`src/rtl/microwire_ctl.sv`:
```
// Microwire (93Cxx-style) serial EEPROM controller: one host command in, one
// framed bus transaction out, with ready/busy polling after WRITE and ERASE.
//
// state | meaning
// IDLE  | waiting for a host command, req_ready high
// CMD   | shifting start bit, opcode and address
// RDATA | clocking DATA_W bits in from ee_do
// WDATA | shifting write data out on ee_di
// CSLOW | chip select low gap between frame and poll/response
// POLL  | chip select high, sampling ee_do for ready
// RESP  | one-cycle rsp_valid pulse
module microwire_ctl #(
  parameter int ADDR_W      = 6,
  parameter int DATA_W      = 16,
  parameter int CLK_DIV     = 4,
  parameter int TIMEOUT_CYC = 100000
) (
  input  logic              clk,
  input  logic              rst_n,
  input  logic              req_valid,
  output logic              req_ready,
  input  logic [2:0]        req_op,
  input  logic [ADDR_W-1:0] req_addr,
  input  logic [DATA_W-1:0] req_wdata,
  output logic              rsp_valid,
  output logic [DATA_W-1:0] rsp_rdata,
  output logic              rsp_err,
  output logic              ee_cs,
  output logic              ee_sk,
  output logic              ee_di,
  input  logic              ee_do
);

  typedef enum logic [2:0] {IDLE, CMD, RDATA, WDATA, CSLOW, POLL, RESP} state_t;

  localparam int CMD_W   = 3 + ADDR_W;
  localparam int BIT_MAX = (CMD_W > DATA_W) ? CMD_W : DATA_W;
  localparam int BIT_W   = $clog2(BIT_MAX + 1);
  localparam int DIV_W   = $clog2(2 * CLK_DIV);
  localparam int TO_W    = $clog2(TIMEOUT_CYC + 1);

  localparam logic [DIV_W-1:0] DIV_LOAD   = DIV_W'(CLK_DIV - 1);
  localparam logic [DIV_W-1:0] CSLOW_LOAD = DIV_W'(2 * CLK_DIV - 1);
  localparam logic [BIT_W-1:0] CMD_LAST   = BIT_W'(CMD_W - 1);
  localparam logic [BIT_W-1:0] DATA_LAST  = BIT_W'(DATA_W - 1);
  localparam logic [TO_W-1:0]  TO_LOAD    = TO_W'(TIMEOUT_CYC - 1);

  localparam logic [2:0] OP_READ  = 3'd0;
  localparam logic [2:0] OP_WRITE = 3'd1;
  localparam logic [2:0] OP_ERASE = 3'd2;
  localparam logic [2:0] OP_EWEN  = 3'd3;

  state_t            state;
  logic [2:0]        op_q;
  logic [DIV_W-1:0]  div_cnt;
  logic [BIT_W-1:0]  bit_cnt;
  logic [TO_W-1:0]   poll_cnt;
  logic [CMD_W-1:0]  cmd_sr;
  logic [DATA_W-1:0] wd_sr;
  logic [DATA_W-1:0] rd_sr;
  logic [CMD_W-1:0]  cmd_word;
  logic [ADDR_W-1:0] ewen_addr;
  logic              legal;
  logic              tick;

  assign req_ready = (state == IDLE);
  assign tick      = (div_cnt == '0);

  always_comb begin
    legal     = (req_op <= 3'd4);
    ewen_addr = '0;
    ewen_addr[ADDR_W-1 -: 2] = 2'b11;
    case (req_op)
      3'd0:    cmd_word = {3'b110, req_addr};
      3'd1:    cmd_word = {3'b101, req_addr};
      3'd2:    cmd_word = {3'b111, req_addr};
      3'd3:    cmd_word = {3'b100, ewen_addr};
      default: cmd_word = {3'b100, {ADDR_W{1'b0}}};
    endcase
  end

  always_ff @(posedge clk or negedge rst_n) begin
    if (!rst_n) begin
      state     <= IDLE;
      op_q      <= '0;
      div_cnt   <= '0;
      bit_cnt   <= '0;
      poll_cnt  <= '0;
      cmd_sr    <= '0;
      wd_sr     <= '0;
      rd_sr     <= '0;
      rsp_valid <= 1'b0;
      rsp_err   <= 1'b0;
      rsp_rdata <= '0;
      ee_cs     <= 1'b0;
      ee_sk     <= 1'b0;
      ee_di     <= 1'b0;
    end else begin
      rsp_valid <= 1'b0;
      case (state)
        IDLE: begin
          if (req_valid) begin
            op_q  <= req_op;
            wd_sr <= req_wdata;
            if (legal) begin
              state   <= CMD;
              ee_cs   <= 1'b1;
              ee_sk   <= 1'b0;
              ee_di   <= cmd_word[CMD_W-1];
              cmd_sr  <= cmd_word << 1;
              div_cnt <= DIV_LOAD;
              bit_cnt <= CMD_LAST;
            end else begin
              state     <= RESP;
              rsp_valid <= 1'b1;
              rsp_err   <= 1'b1;
            end
          end
        end
        CMD, RDATA, WDATA: begin
          if (!tick) begin
            div_cnt <= div_cnt - 1'b1;
          end else begin
            div_cnt <= DIV_LOAD;
            ee_sk   <= ~ee_sk;
            if (!ee_sk) begin
              // rising SK: the EEPROM's data is valid here
              if (state == RDATA) rd_sr <= {rd_sr[DATA_W-2:0], ee_do};
            end else if (bit_cnt != '0) begin
              bit_cnt <= bit_cnt - 1'b1;
              if (state == CMD) begin
                ee_di  <= cmd_sr[CMD_W-1];
                cmd_sr <= cmd_sr << 1;
              end else if (state == WDATA) begin
                ee_di <= wd_sr[DATA_W-1];
                wd_sr <= wd_sr << 1;
              end
            end else if (state == CMD && op_q == OP_READ) begin
              state   <= RDATA;
              bit_cnt <= DATA_LAST;
              ee_di   <= 1'b0;
            end else if (state == CMD && op_q == OP_WRITE) begin
              state   <= WDATA;
              bit_cnt <= DATA_LAST;
              ee_di   <= wd_sr[DATA_W-1];
              wd_sr   <= wd_sr << 1;
            end else begin
              state   <= CSLOW;
              ee_cs   <= 1'b0;
              ee_di   <= 1'b0;
              div_cnt <= CSLOW_LOAD;
            end
          end
        end
        CSLOW: begin
          if (!tick) begin
            div_cnt <= div_cnt - 1'b1;
          end else if (op_q == OP_WRITE || op_q == OP_ERASE) begin
            state    <= POLL;
            ee_cs    <= 1'b1;
            poll_cnt <= TO_LOAD;
          end else begin
            state     <= RESP;
            rsp_valid <= 1'b1;
            rsp_err   <= 1'b0;
            if (op_q == OP_READ) rsp_rdata <= rd_sr;
          end
        end
        POLL: begin
          if (ee_do || poll_cnt == '0) begin
            state     <= RESP;
            ee_cs     <= 1'b0;
            rsp_valid <= 1'b1;
            rsp_err   <= ~ee_do;
          end else begin
            poll_cnt <= poll_cnt - 1'b1;
          end
        end
        RESP:    state <= IDLE;
        default: state <= IDLE;
      endcase
    end
  end

endmodule
```
`config.mk`:
```
export PLATFORM = sky130hd
export DESIGN_NAME = microwire_ctl
export DESIGN_NICKNAME = d
export VERILOG_FILES = /design/src/rtl/microwire_ctl.sv
export SDC_FILE = /design/constraint.sdc
export NUM_CORES = 1
export LEC_CHECK = 0
export CAP_MARGIN = 20
export CORE_ASPECT_RATIO = 0.6
export CORE_MARGIN = 2
export CORE_UTILIZATION = 56
export CTS_CLUSTER_DIAMETER = 60
export CTS_CLUSTER_SIZE = 16
export DETAILED_ROUTE_END_ITERATION = 8
export PLACE_DENSITY_LB_ADDON = 0.3
export SLEW_MARGIN = 20
export SYNTH_ARGS = -nofsm -noshare
export SYNTH_HDL_FRONTEND = slang
export SYNTH_SLANG_ARGS = --single-unit
```
`constraint.sdc`:
```
create_clock -name clk -period 2.5 [get_ports clk]
set_clock_uncertainty 0.15 [all_clocks]
set_input_delay 0.5 -clock clk [delete_from_list [all_inputs] [get_ports clk]]
set_output_delay 0.5 -clock clk [all_outputs]
set_load 0.005 [all_outputs]
```
Word level (Yosys, flattened, before mapping)

Index checks and enable logic that the tools add are counted.

$mul: 0
Muxes and demuxes: 86
Reduce and logical (&&, ||, !) cells: 29
Equality and inequality tests: 32
Bitwise operators: 3
Divide/modulo/power cells: 0
Order comparisons: 1
Shifts and indexed selects: 0
$add $sub $neg: 3

Operator list:

| kind                    | number |
|---|---|
| $mux W16                | 8 |
| $mux W9                 | 6 |
| $mux W17                | 3 |
| $mux W3                 | 17 |
| $mux W5                 | 7 |
| $pmux W17 S2            | 1 |
| $mux W1                 | 32 |
| $pmux W16 S2            | 1 |
| $pmux W8 S4             | 1 |
| $ne A2 B2 Y1 const B    | 15 |
| $reduce_and A6 Y1       | 4 |
| $reduce_and A4 Y1       | 5 |
| $pmux W9 S2             | 1 |
| $logic_not A17 Y1       | 1 |
| $sub A17 B1 Y17 const B | 1 |
| $eq A3 B2 Y1 const B    | 5 |
| $logic_not A3 Y1        | 4 |
| $ne A3 B3 Y1 const B    | 4 |
| $pmux W3 S4             | 1 |
| $reduce_and A11 Y1      | 1 |
| $pmux W5 S2             | 1 |
| $eq A3 B1 Y1 const B    | 3 |
| $pmux W3 S3             | 1 |
| $ne A4 B4 Y1 const B    | 2 |
| 20 further kinds        | 29 |

Bits in writable memories: 0
Input port bits: 29
Memories kept: 0
Latch bits: 0
Register bits: 93
Output and inout port bits: 22
Bits in read-only memories: 0
Logic and storage cells: 168

Longest topological paths before layout

Gate-level depths: netlist of run 1.

Depth after elaboration: 8
Depth in mapped cells: 9
Mapped depth without buffers: 7

Least setup slack after synthesis of run 1

OpenSTA, ideal clock, no wires.

Path kind: register to register
Start: register div_cnt[0]
End: register rsp_rdata[10]
Data required time: 2,225 ps
Library setup time: 125 ps
Stages on the path, launching flop included: 9
Arrival: 1,972 ps
Buffers on the path: 2
Path slack: 252 ps
Clock period less this slack: 2,248 ps
Path through: dfrtp_1 > inv_1 > ha_1 > and2b_1 > nand3_1 > or4_1 > buf_2 > buf_6 > mux2_4

Cells in the longest elaborated chain, start to end: 2

RTL lines:

| element                     | line | source |
|---|---|---|
| start, declared             | 55   | `logic [DIV_W-1:0] div_cnt;` |
| start signal, assigned      | 122  | `div_cnt <= div_cnt - 1'b1;` |
| start signal, assigned      | 157  | `div_cnt <= div_cnt - 1'b1;` |
| $logic_not A3 Y1            | 67   | `assign tick = (div_cnt == '0);` |
| $reduce_and A4 Y1 (no line) | n/a  |  |
| end signal, assigned        | 166  | `if (op_q == OP_READ) rsp_rdata <= rd_sr;` |
| end, declared               | 26   | `output logic [DATA_W-1:0] rsp_rdata,` |

Every way passes these cells.
A chain may end at the register's enable or synchronous reset.

Worst setup path after layout of run 1

Start: register state[2]
End: output req_ready

Cells in the longest elaborated chain, start to end: 1

RTL lines:

| element                | line | source |
|---|---|---|
| start, declared        | 53   | `state_t state;` |
| start signal, assigned | 84   | `state <= IDLE;` |
| start signal, assigned | 106  | `state <= CMD;` |
| start signal, assigned | 114  | `state <= RESP;` |
| $logic_not A3 Y1       | 66   | `assign req_ready = (state == IDLE);` |
| end, declared          | 21   | `output logic req_ready,` |

Every way passes these cells.

==> results of run 1 <==
[sequential cells by signal (all words and copies together), names as in the netlist]
name       cells
bit_cnt        5
cmd_sr         8
div_cnt        3
ee_cs          1
ee_di          1
ee_sk          1
op_q           3
poll_cnt      17
rd_sr         16
rsp_err        1
rsp_rdata     16
rsp_valid      1
state          3
wd_sr         16
[placed cells by master (no fill, tap or decap), types with 3 or more instances in the layout]
cell / instances
a21oi_1: 30
buf_4: 23
nor2_1: 43
nand4_1: 6
nor3_2: 3
ha_1: 4
mux2_1: 9
o21a_1: 3
or4_1: 3
a22oi_1: 4
nand3_1: 9
mux2_2: 20
dfrtp_1: 91
nor4_1: 3
a31oi_1: 15
o211ai_1: 3
or3_1: 6
nand2b_1: 5
mux2_4: 10
xor2_1: 5
nor3_1: 16
o21ai_1: 3
clkbuf_16: 10
xnor2_1: 3
nand2_1: 52
clkdlybuf4s50_1: 49
and2_1: 4
nor4_2: 3
o21ai_0: 14
inv_1: 7
mux2i_1: 6
a211oi_1: 4
[worst max-delay path: stages, from the launching register on]
cell,delay [ns]
dfrtp_1,0.50
nor3_4,0.36
clkdlybuf4s50_1,0.56
[power by group through the flow]
stage / registers [uW] / clock network, uW / logic, uW
after floorplan: 2180 / 0 / 1580
final: 2300 / 1300 / 2450
after detailed placement: 2310 / 0 / 2270
after global placement: 2280 / 0 / 2190
after CTS: 2290 / 1330 / 2300
after global routing: 2360 / 1380 / 2700
[what timing repair did]
| action | 4_1_cts | 5_1_grt |
|---|---|---|
| resized for setup | 1 | 14 |
| endpoints found under the setup margin | 1 | 21 |
| cloned | 0 | 2 |
| endpoints found under the hold margin | 30 | 0 |
| hold buffers | 1 | 0 |
| buffers inserted | 0 | 3 |
[per-stage QoR]
stage	TNS, ns	hold slack (ns)	setup WS [ns]	power, uW	util (%)
6_report	0	0.348	0.0840	6050	72.3
5_1_grt	-0.0267	0.374	-0.0135	6440	72.3
4_1_cts	0	0.355	0.0292	5920	70.9
3_5_place_dp	0	0.321	0.0721	4570	67.1
3_3_place_gp	0	0.314	0.166	4470	67.1
2_1_floorplan	0	0.0544	0.252	3760	-
[layer usage]
metal | vias up | GRT usage, %
met3 | 14 | 6.83
met5 | - | 0
li1 | 1730 | -
met4 | 0 | 5.17
met1 | 1800 | 35.4
met2 | 147 | 37.8
[layout make-up]
cell class | count | area share [%]
sequential | 92 | 40.3
multi-input combinational | 319 | 38.5
timing repair buffer | 78 | 13.3
clock buffer | 11 | 4.24
tap | 108 | 2.36
clock inverter | 5 | 0.744
inverter | 9 | 0.591
[cell families after synthesis]
group           count (synthesis)
buf+inv                        31
compound gates                 92
simple gates                  169
flops                          92
xor+xnor                        8
mux                            45
fa+ha+maj                       5
[final timing paths]
kind | startpoint | to | cells after the start
max in group asynchronous | rst_n | ee_di | 3
min in group asynchronous | rst_n | poll_cnt[4] | 2
max | state[2] | req_ready | 2
max reg2reg | div_cnt[0] | wd_sr[13] | 10
min | rsp_rdata[14] | rsp_rdata[14] | 1
min reg2reg | rsp_rdata[14] | rsp_rdata[14] | 1
==> metrics.csv, run 1 <==
metric,value,unit
status,"finished, final reports clean",
Compound-Gate Fraction of Synth Area,12.9,%
Synth Area in Adders,1.36,%
clock share of power,21.5,%
switch share,38.2,%
total CTS buffers,9,
Max Used Layer,met4,
synth cell count leaders,"dfrtp_1, nand2_1, nor2_1",
WP data required,1.85,ns
H-tree levels,3,
Slew headroom,60.7,%
Final ANT Viol Nets,0,
global-route usage over all layers,24.6,%
# placed instances,601,
CTS Root Cell,clkbuf_16,
crit end category,output port,
# IOs,51,
share of layout cells above drive strength 1,18.9,%
sw power,2310,uW
Synth Cell Area,4590,sq um
"Hold Vio Cnt, Final",0,
Pleak,0.00244,uW
mean area per synthesized cell,10.4,sq um
routed length per instance,17.0,um
ys flop type,dfrtp_1,
post-synthesis mux area share,11.7,%
Antenna Cells,0,
DR WL met2,4660,um
grt ovf,0,
Register Area,2300,sq um
port buffer count,50,
XOR/XNOR Fraction of Synth Area,1.53,%
"flops & latches, synth",92,
clock tree from TritonCTS,yes,
Post-Route WL,10600,um
Worst setup SP type,register,
Synth Instances,442,
worst-margin pin slew,0.589,ns
yosys warns,0,
via count,3691,
finished layout cell area,5720,sq um
M1 WL,4990,um
Internal,3740,uW
Tmin final,2.42,ns
Combinational Power Share,40.4,%
Area Overhead vs Synth,24.5,%
r2r setup slk,0.12,ns
largest net degree at the start of global routing,63,
worst skew pair latency,0.34,ns
core area,7910,sq um
ranking of synthesized cells by area,"dfrtp_1, mux2_2, nand2_1",
initial antenna violation count,0,
Nets,543,
Die Area,8970,sq um
DIE HEIGHT,74.2,um
Synth top area share,50.1,%
Final Wtd Congestion,0.925,
Seq pwr share,38.1,%
Multi-input gate area,2200,sq um
Synth area leader,dfrtp_1,
critical path type,register to output port,
"count leader, synth",dfrtp_1,
chip width,121,um
pwr/cell area,1060,nW/um^2
sequential-to-total area share from yosys stat,50.1,%
Finished Layout Cells,622,
part of the cycle the worst path needs,96.6,%
final setup violating endpoints,0,
routed wl met3,808,um
simple-gate share of the synthesized area,19.2,%
DRC viols,0,
"Reg clk slew, reported paths",0.07,ns
syn nets,476,
DP Area,5310,sq um
main combinational cell family by area after synthesis,simple AND/OR/NAND/NOR gates,
Row Count,25,
# Max-Cap Violations,0,
# fillers,571,
Post-synth EDFFs,0,
WP data arrival,1.77,ns
Longest Clk Path Bufs,2,
Crit Path Max Fanout,7,
maximum VDD drop,759,uV
Detail Placement HPWL,7270,um
vias in the first global route,3501,
ys async rst share,100,%
Initial Util,58.1,%
via/cell ratio,5.93,
Max Freq,414,MHz
first-pass detailed-route iteration total,5,
Worst Hold Class,register to register,
Pins Over Slew Limit,0,
Initial DRC Count,382,
CTS Sinks,92,
post-synth cell types,57,
first-pass GRT wire length,17100,um
Note: power is estimated with default switching activity, not from simulation.
==> run 2: changes to the inputs <==
--- a/config.mk
+++ b/config.mk
@@ -8,11 +8,12 @@
 export CAP_MARGIN = 20
 export CORE_ASPECT_RATIO = 0.6
 export CORE_MARGIN = 2
-export CORE_UTILIZATION = 56
+export CORE_UTILIZATION = 63
 export CTS_CLUSTER_DIAMETER = 60
 export CTS_CLUSTER_SIZE = 16
 export DETAILED_ROUTE_END_ITERATION = 8
-export PLACE_DENSITY_LB_ADDON = 0.3
+export DONT_BUFFER_PORTS = 1
+export PLACE_DENSITY = 0.87
 export SLEW_MARGIN = 20
 export SYNTH_ARGS = -nofsm -noshare
 export SYNTH_HDL_FRONTEND = slang
==> constraint.sdc (replaced) <==
create_clock -name clk -period 2.29 [get_ports clk]
set_clock_uncertainty 0.15 [all_clocks]
set_input_delay 0.458 -clock clk [delete_from_list [all_inputs] [get_ports clk]]
set_output_delay 0.458 -clock clk [all_outputs]
set_load 0.005 [all_outputs]
==> metrics.csv, run 2 (synthesis results as in run 1) <==
metric,value,unit,change
Die Area,8010,sq um,-11%
part of the cycle the worst path needs,99.0,%,
Crit Path Max Fanout,4,,-3
chip width,114,um,-5.5%
# fillers,461,,-19%
WP data required,2.38,ns,+0.53 ns
first-pass GRT wire length,17300,um,+0.93%
Multi-input gate area,2230,sq um,+1.1%
critical path's slowest cell,or4b_1,,
clock share of power,22.8,%,+1.3 points
Detail Placement HPWL,6780,um,-6.8%
# IOs,51,,unchanged
Pleak,0.00224,uW,-8.1%
CTS Root Cell,clkbuf_16,,
via/cell ratio,6.27,,+5.6%
max reg flops,17,,unchanged
pwr/cell area,1240,nW/um^2,+17%
finished layout cell area,5230,sq um,-8.6%
global-route usage over all layers,28.1,%,+3.6 points
Post-Route WL,10300,um,-2.8%
DIE HEIGHT,70.2,um,-5.4%
RSZ-0062 raised after global routing,true,,
Seq pwr share,38.9,%,+0.8 points
switch share,39.0,%,+0.81 points
"Reg clk slew, reported paths",0.07,ns,about the same
Biggest register,poll_cnt,,
maximum VDD drop,833,uV,+9.7%
worst skew pair latency,0.36,ns,+0.02 ns
Register Area,2300,sq um,about the same
Internal,3940,uW,+5.4%
# placed instances,536,,-11%
Initial Util,64.0,%,+6.0 points
Crit path max-delay family,simple AND/OR/NAND/NOR gates,,
grt ovf,0,,unchanged
vias in the first global route,3387,,-3.3%
via count,3485,,-5.6%
Finished Layout Cells,556,,-11%
DP Area,4790,sq um,-9.7%
WP buf/inv,1,,unchanged
H-tree levels,3,,unchanged
critical path type,register to register,,
worst-margin pin slew,0.598,ns,+0.00953 ns
status,finished with violations,,
Row Count,24,,-4.0%
most frequent cells in the layout,"dfrtp_1, nand2_1, nor2_1",,
Final ANT Viol Nets,0,,unchanged
Antenna Cells,0,,unchanged
Slew headroom,59.9,%,-0.88 points
Pins Over Slew Limit,0,,unchanged
WP data arrival,2.35,ns,+0.58 ns
Final Wtd Congestion,0.890,,-3.8%
Combinational Power Share,38.3,%,-2.1 points
crit end category,register,,
crit-path max cell delay,0.46,ns,-0.10 ns
total CTS buffers,9,,unchanged
Worst Hold Class,input pin to asynchronous set/reset pin,,
DRC viols,0,,unchanged
Nets,494,,-9.0%
# Max-Cap Violations,0,,unchanged
core area,7180,sq um,-9.3%
share of layout cells above drive strength 1,23.9,%,+5.0 points
final setup violating endpoints,0,,unchanged
"most common cell after layout, fill and taps aside",dfrtp_1,,
Initial DRC Count,382,,unchanged
worst hold slack,-0.350,ns,-0.698 ns
port buffer count,0,,-100%
CTS Sinks,92,,unchanged
Post-Route Utilization,72.8,%,+0.55 points
"Hold Vio Cnt, Final",92,,+92
failing checks,negative hold slack,,
Max Freq,441,MHz,
Longest Clk Path Bufs,2,,unchanged
clock tree from TritonCTS,yes,,
sw power,2520,uW,+9.1%
largest net degree at the start of global routing,93,,+48%
Tmin final,2.27,ns,
Worst setup SP type,register,,
first-pass detailed-route iteration total,6,,+1
routed length per instance,18.5,um,+8.7%
Area Overhead vs Synth,13.8,%,
initial antenna violation count,0,,unchanged
crit-path cells,"inv_1, ha_4, or4b_1, nor3_1, a211oi_2, nor3_2, mux2_1",,
[run 2: what timing repair did]
action / 4_1_cts / 5_1_grt
resized for setup: 3 / 22
setup endpoints to repair: 22 / 50
setup buffers: 3 / 1
pin swaps: 1 / 3
hold endpoints to repair: 92 / 92
[run 2: path summary, 6_finish.rpt]
kind | from | to | slack (ns) | cells after the start
max | bit_cnt[1] | ee_cs | 0.02 | 7
min | rst_n | poll_cnt[16] | -0.35 | 0
max reg2reg | bit_cnt[1] | ee_cs | 0.02 | 7
min reg2reg | rd_sr[15] | rsp_rdata[15] | 0.36 | 1
max in group asynchronous | rst_n | rd_sr[5] | 2.16 | 0
min in group clk | ee_do | rsp_err | 0.04 | 1
[run 2: cell type report]
type                       count  area share (%)
clock buffer                   9            4.31
clock inverter                 7            1.29
inverter                       9           0.646
multi-input combinational    319            42.6
sequential                    92            44.1
tap                           91            2.18
timing repair buffer          29            4.88
[run 2: power by group through the flow]
stage | Clock (uW) | Combinational, uW | Sequential [uW]
3_5_place_dp | 0 | 2300 | 2510
2_1_floorplan | 0 | 1720 | 2380
4_1_cts | 1480 | 2340 | 2490
5_1_grt | 1540 | 2770 | 2580
3_3_place_gp | 0 | 2180 | 2470
6_report | 1470 | 2480 | 2510
[run 2: stage by stage]
stage	setup TNS, ns	setup WS (ns)	power (uW)
after floorplan	0	0.0425	4110
after global placement	0	0.0342	4660
after detailed placement	-0.314	-0.0729	4810
after CTS	0	0.000295	6310
after global routing	-0.134	-0.0496	6890
final	0	0.0223	6460
[run 2: routing by layer]
| metal | GRT usage [%] | vias to the layer above | share of wire [%] | routed length (um) |
|---|---|---|---|---|
| li1 | - | 1619 | - | - |
| met4 | 8.27 | 0 | 1.7 | 173 |
| met3 | 9.11 | 16 | 7.8 | 801 |
| met5 | 0 | - | 0 | 0 |
| met1 | 41.8 | 1725 | 46 | 4710 |
| met2 | 39.7 | 125 | 45 | 4580 |
==> run 3: changes to the inputs <==
--- a/config.mk
+++ b/config.mk
@@ -7,7 +7,6 @@
 export LEC_CHECK = 0
 export CAP_MARGIN = 20
 export CORE_ASPECT_RATIO = 0.6
-export CORE_MARGIN = 2
 export CORE_UTILIZATION = 63
 export CTS_CLUSTER_DIAMETER = 60
 export CTS_CLUSTER_SIZE = 16
==> metrics.csv, run 3 (synthesis results as in run 1) <==
metric,value,unit,change
first-pass GRT wire length,16800,um,-3.0%
Slew headroom,54.3,%,-5.5 points
WP data required,2.40,ns,+0.02 ns
grt ovf,0,,unchanged
global-route usage over all layers,28.7,%,+0.59 points
Initial Util,67.1,%,+3.1 points
final setup violating endpoints,2,,+2
vias in the first global route,3378,,-0.27%
# IOs,51,,unchanged
Biggest register,poll_cnt,,
"Reg clk slew, reported paths",0.07,ns,about the same
critical path type,register to register,,
Max Freq,432,MHz,-1.9%
# Max-Cap Violations,0,,unchanged
DP Area,4790,sq um,-0.10%
# fillers,414,,-10%
Antenna Cells,0,,unchanged
CTS Root Cell,clkbuf_16,,
worst hold slack,-0.343,ns,+0.00695 ns
Die Area,7650,sq um,-4.6%
routed length per instance,19.7,um,+6.7%
Row Count,23,,-4.2%
via count,3644,,+4.6%
WP buf/inv,1,,unchanged
via/cell ratio,6.55,,+4.6%
chip width,112,um,-1.8%
worst-margin pin slew,0.685,ns,+0.0867 ns
initial antenna violation count,0,,unchanged
Crit path max-delay family,simple AND/OR/NAND/NOR gates,,
Register Area,2300,sq um,unchanged
Tmin final,2.31,ns,+0.0446 ns
first-pass detailed-route iteration total,8,,+2
RSZ-0062 raised after global routing,true,,
pwr/cell area,1260,nW/um^2,+1.7%
Final Wtd Congestion,0.916,,+2.9%
Pleak,0.00230,uW,+2.5%
Nets,498,,+0.81%
crit-path cells,"buf_12, nor3_2, nand3_1, o21a_4, or3_1, o22ai_1",,
"Hold Vio Cnt, Final",92,,unchanged
Post-Route WL,11000,um,+6.7%
crit-path max cell delay,0.44,ns,-0.02 ns
port buffer count,0,,unchanged
part of the cycle the worst path needs,101,%,+1.9 points
core area,6850,sq um,-4.6%
maximum VDD drop,616,uV,-26%
crit end category,register,,
total CTS buffers,9,,unchanged
Multi-input gate area,2290,sq um,+2.9%
share of layout cells above drive strength 1,25.6,%,+1.7 points
Worst Hold Class,input pin to asynchronous set/reset pin,,
Post-Route Utilization,77.7,%,+4.9 points
DIE HEIGHT,68.2,um,-2.9%
Pins Over Slew Limit,0,,unchanged
Crit Path Max Fanout,9,,+5
max reg flops,17,,unchanged
status,finished with violations,,
failing checks,"design-rule violations, negative hold slack, negative setup slack",,
CTS Sinks,92,,unchanged
most frequent cells in the layout,"dfrtp_1, nand2_1, nor2_1",,
Final WS setup,-0.0223,ns,-0.0446 ns
Area Overhead vs Synth,15.9,%,
clock tree from TritonCTS,yes,,
WP data arrival,2.42,ns,+0.07 ns
DRC viols,7,,+7
finished layout cell area,5320,sq um,+1.9%
Initial DRC Count,394,,+3.1%
Final ANT Viol Nets,0,,unchanged
worst skew pair latency,0.35,ns,about the same
Longest Clk Path Bufs,2,,unchanged
Detail Placement HPWL,6840,um,+0.88%
critical path's slowest cell,dfrtp_2,,
Worst setup SP type,register,,
H-tree levels,3,,unchanged
"most common cell after layout, fill and taps aside",dfrtp_1,,
Setup WS pre-CTS,-0.0334,ns,+0.0394 ns
largest net degree at the start of global routing,93,,unchanged
run 3: final timing paths:
check	to	slack, ns	start	cells after the start
min in group clk	rsp_err	0.05	ee_do	1
hold / removal	rsp_rdata[8]	-0.34	rst_n	0
max in group asynchronous	state[1]	2.21	rst_n	0
setup reg to reg	bit_cnt[1]	-0.02	state[2]	6
hold reg to reg	rsp_rdata[2]	0.35	rd_sr[2]	1
setup / recovery	bit_cnt[1]	-0.02	state[2]	6
run 3: worst reg2reg max path, cell delays in order (launching register included):
cell and delay (ns):
dfrtp_2 0.44, buf_12 0.15, nor3_2 0.39, nand3_1 0.25, o21a_4 0.22, or3_1 0.44, o22ai_1 0.19
run 3: final cells by class:
type / instances / share of cell area (%)
tap: 87 / 2.04
timing repair buffer: 33 / 5.71
multi-input combinational: 319 / 43.0
clock buffer: 9 / 4.23
sequential: 92 / 43.3
clock inverter: 7 / 1.06
inverter: 9 / 0.635
run 3: report_power, final:
group	switching, uW	internal, uW
registers	405	2080
logic	1590	1210
clock network	659	755
total	2650	4040
run 3: metrics by stage:
step / total power, uW / std cells / setup TNS [ns]
finish: 6690 / 556 / -0.0348
global placement: 4670 / 532 / 0
detailed placement: 4800 / 532 / -0.204
CTS: 6260 / 549 / 0
global route: 7070 / 556 / -0.145
floorplan: 4110 / 442 / 0
run 3: layer usage:
metal	GRT usage (%)	vias to the layer above	routed length (um)
met5	0	-	0
met4	8.50	0	204
met3	7.62	32	927
met2	46.2	164	5120
met1	39.0	1814	4700
li1	-	1634	-
run 3: timing repair:
action / CTS / global route
pin swaps: 0 / 6
setup buffers: 1 / 6
endpoints found under the setup margin: 19 / 52
endpoints found under the hold margin: 92 / 92
resized for setup: 2 / 37
cloned: 0 / 2
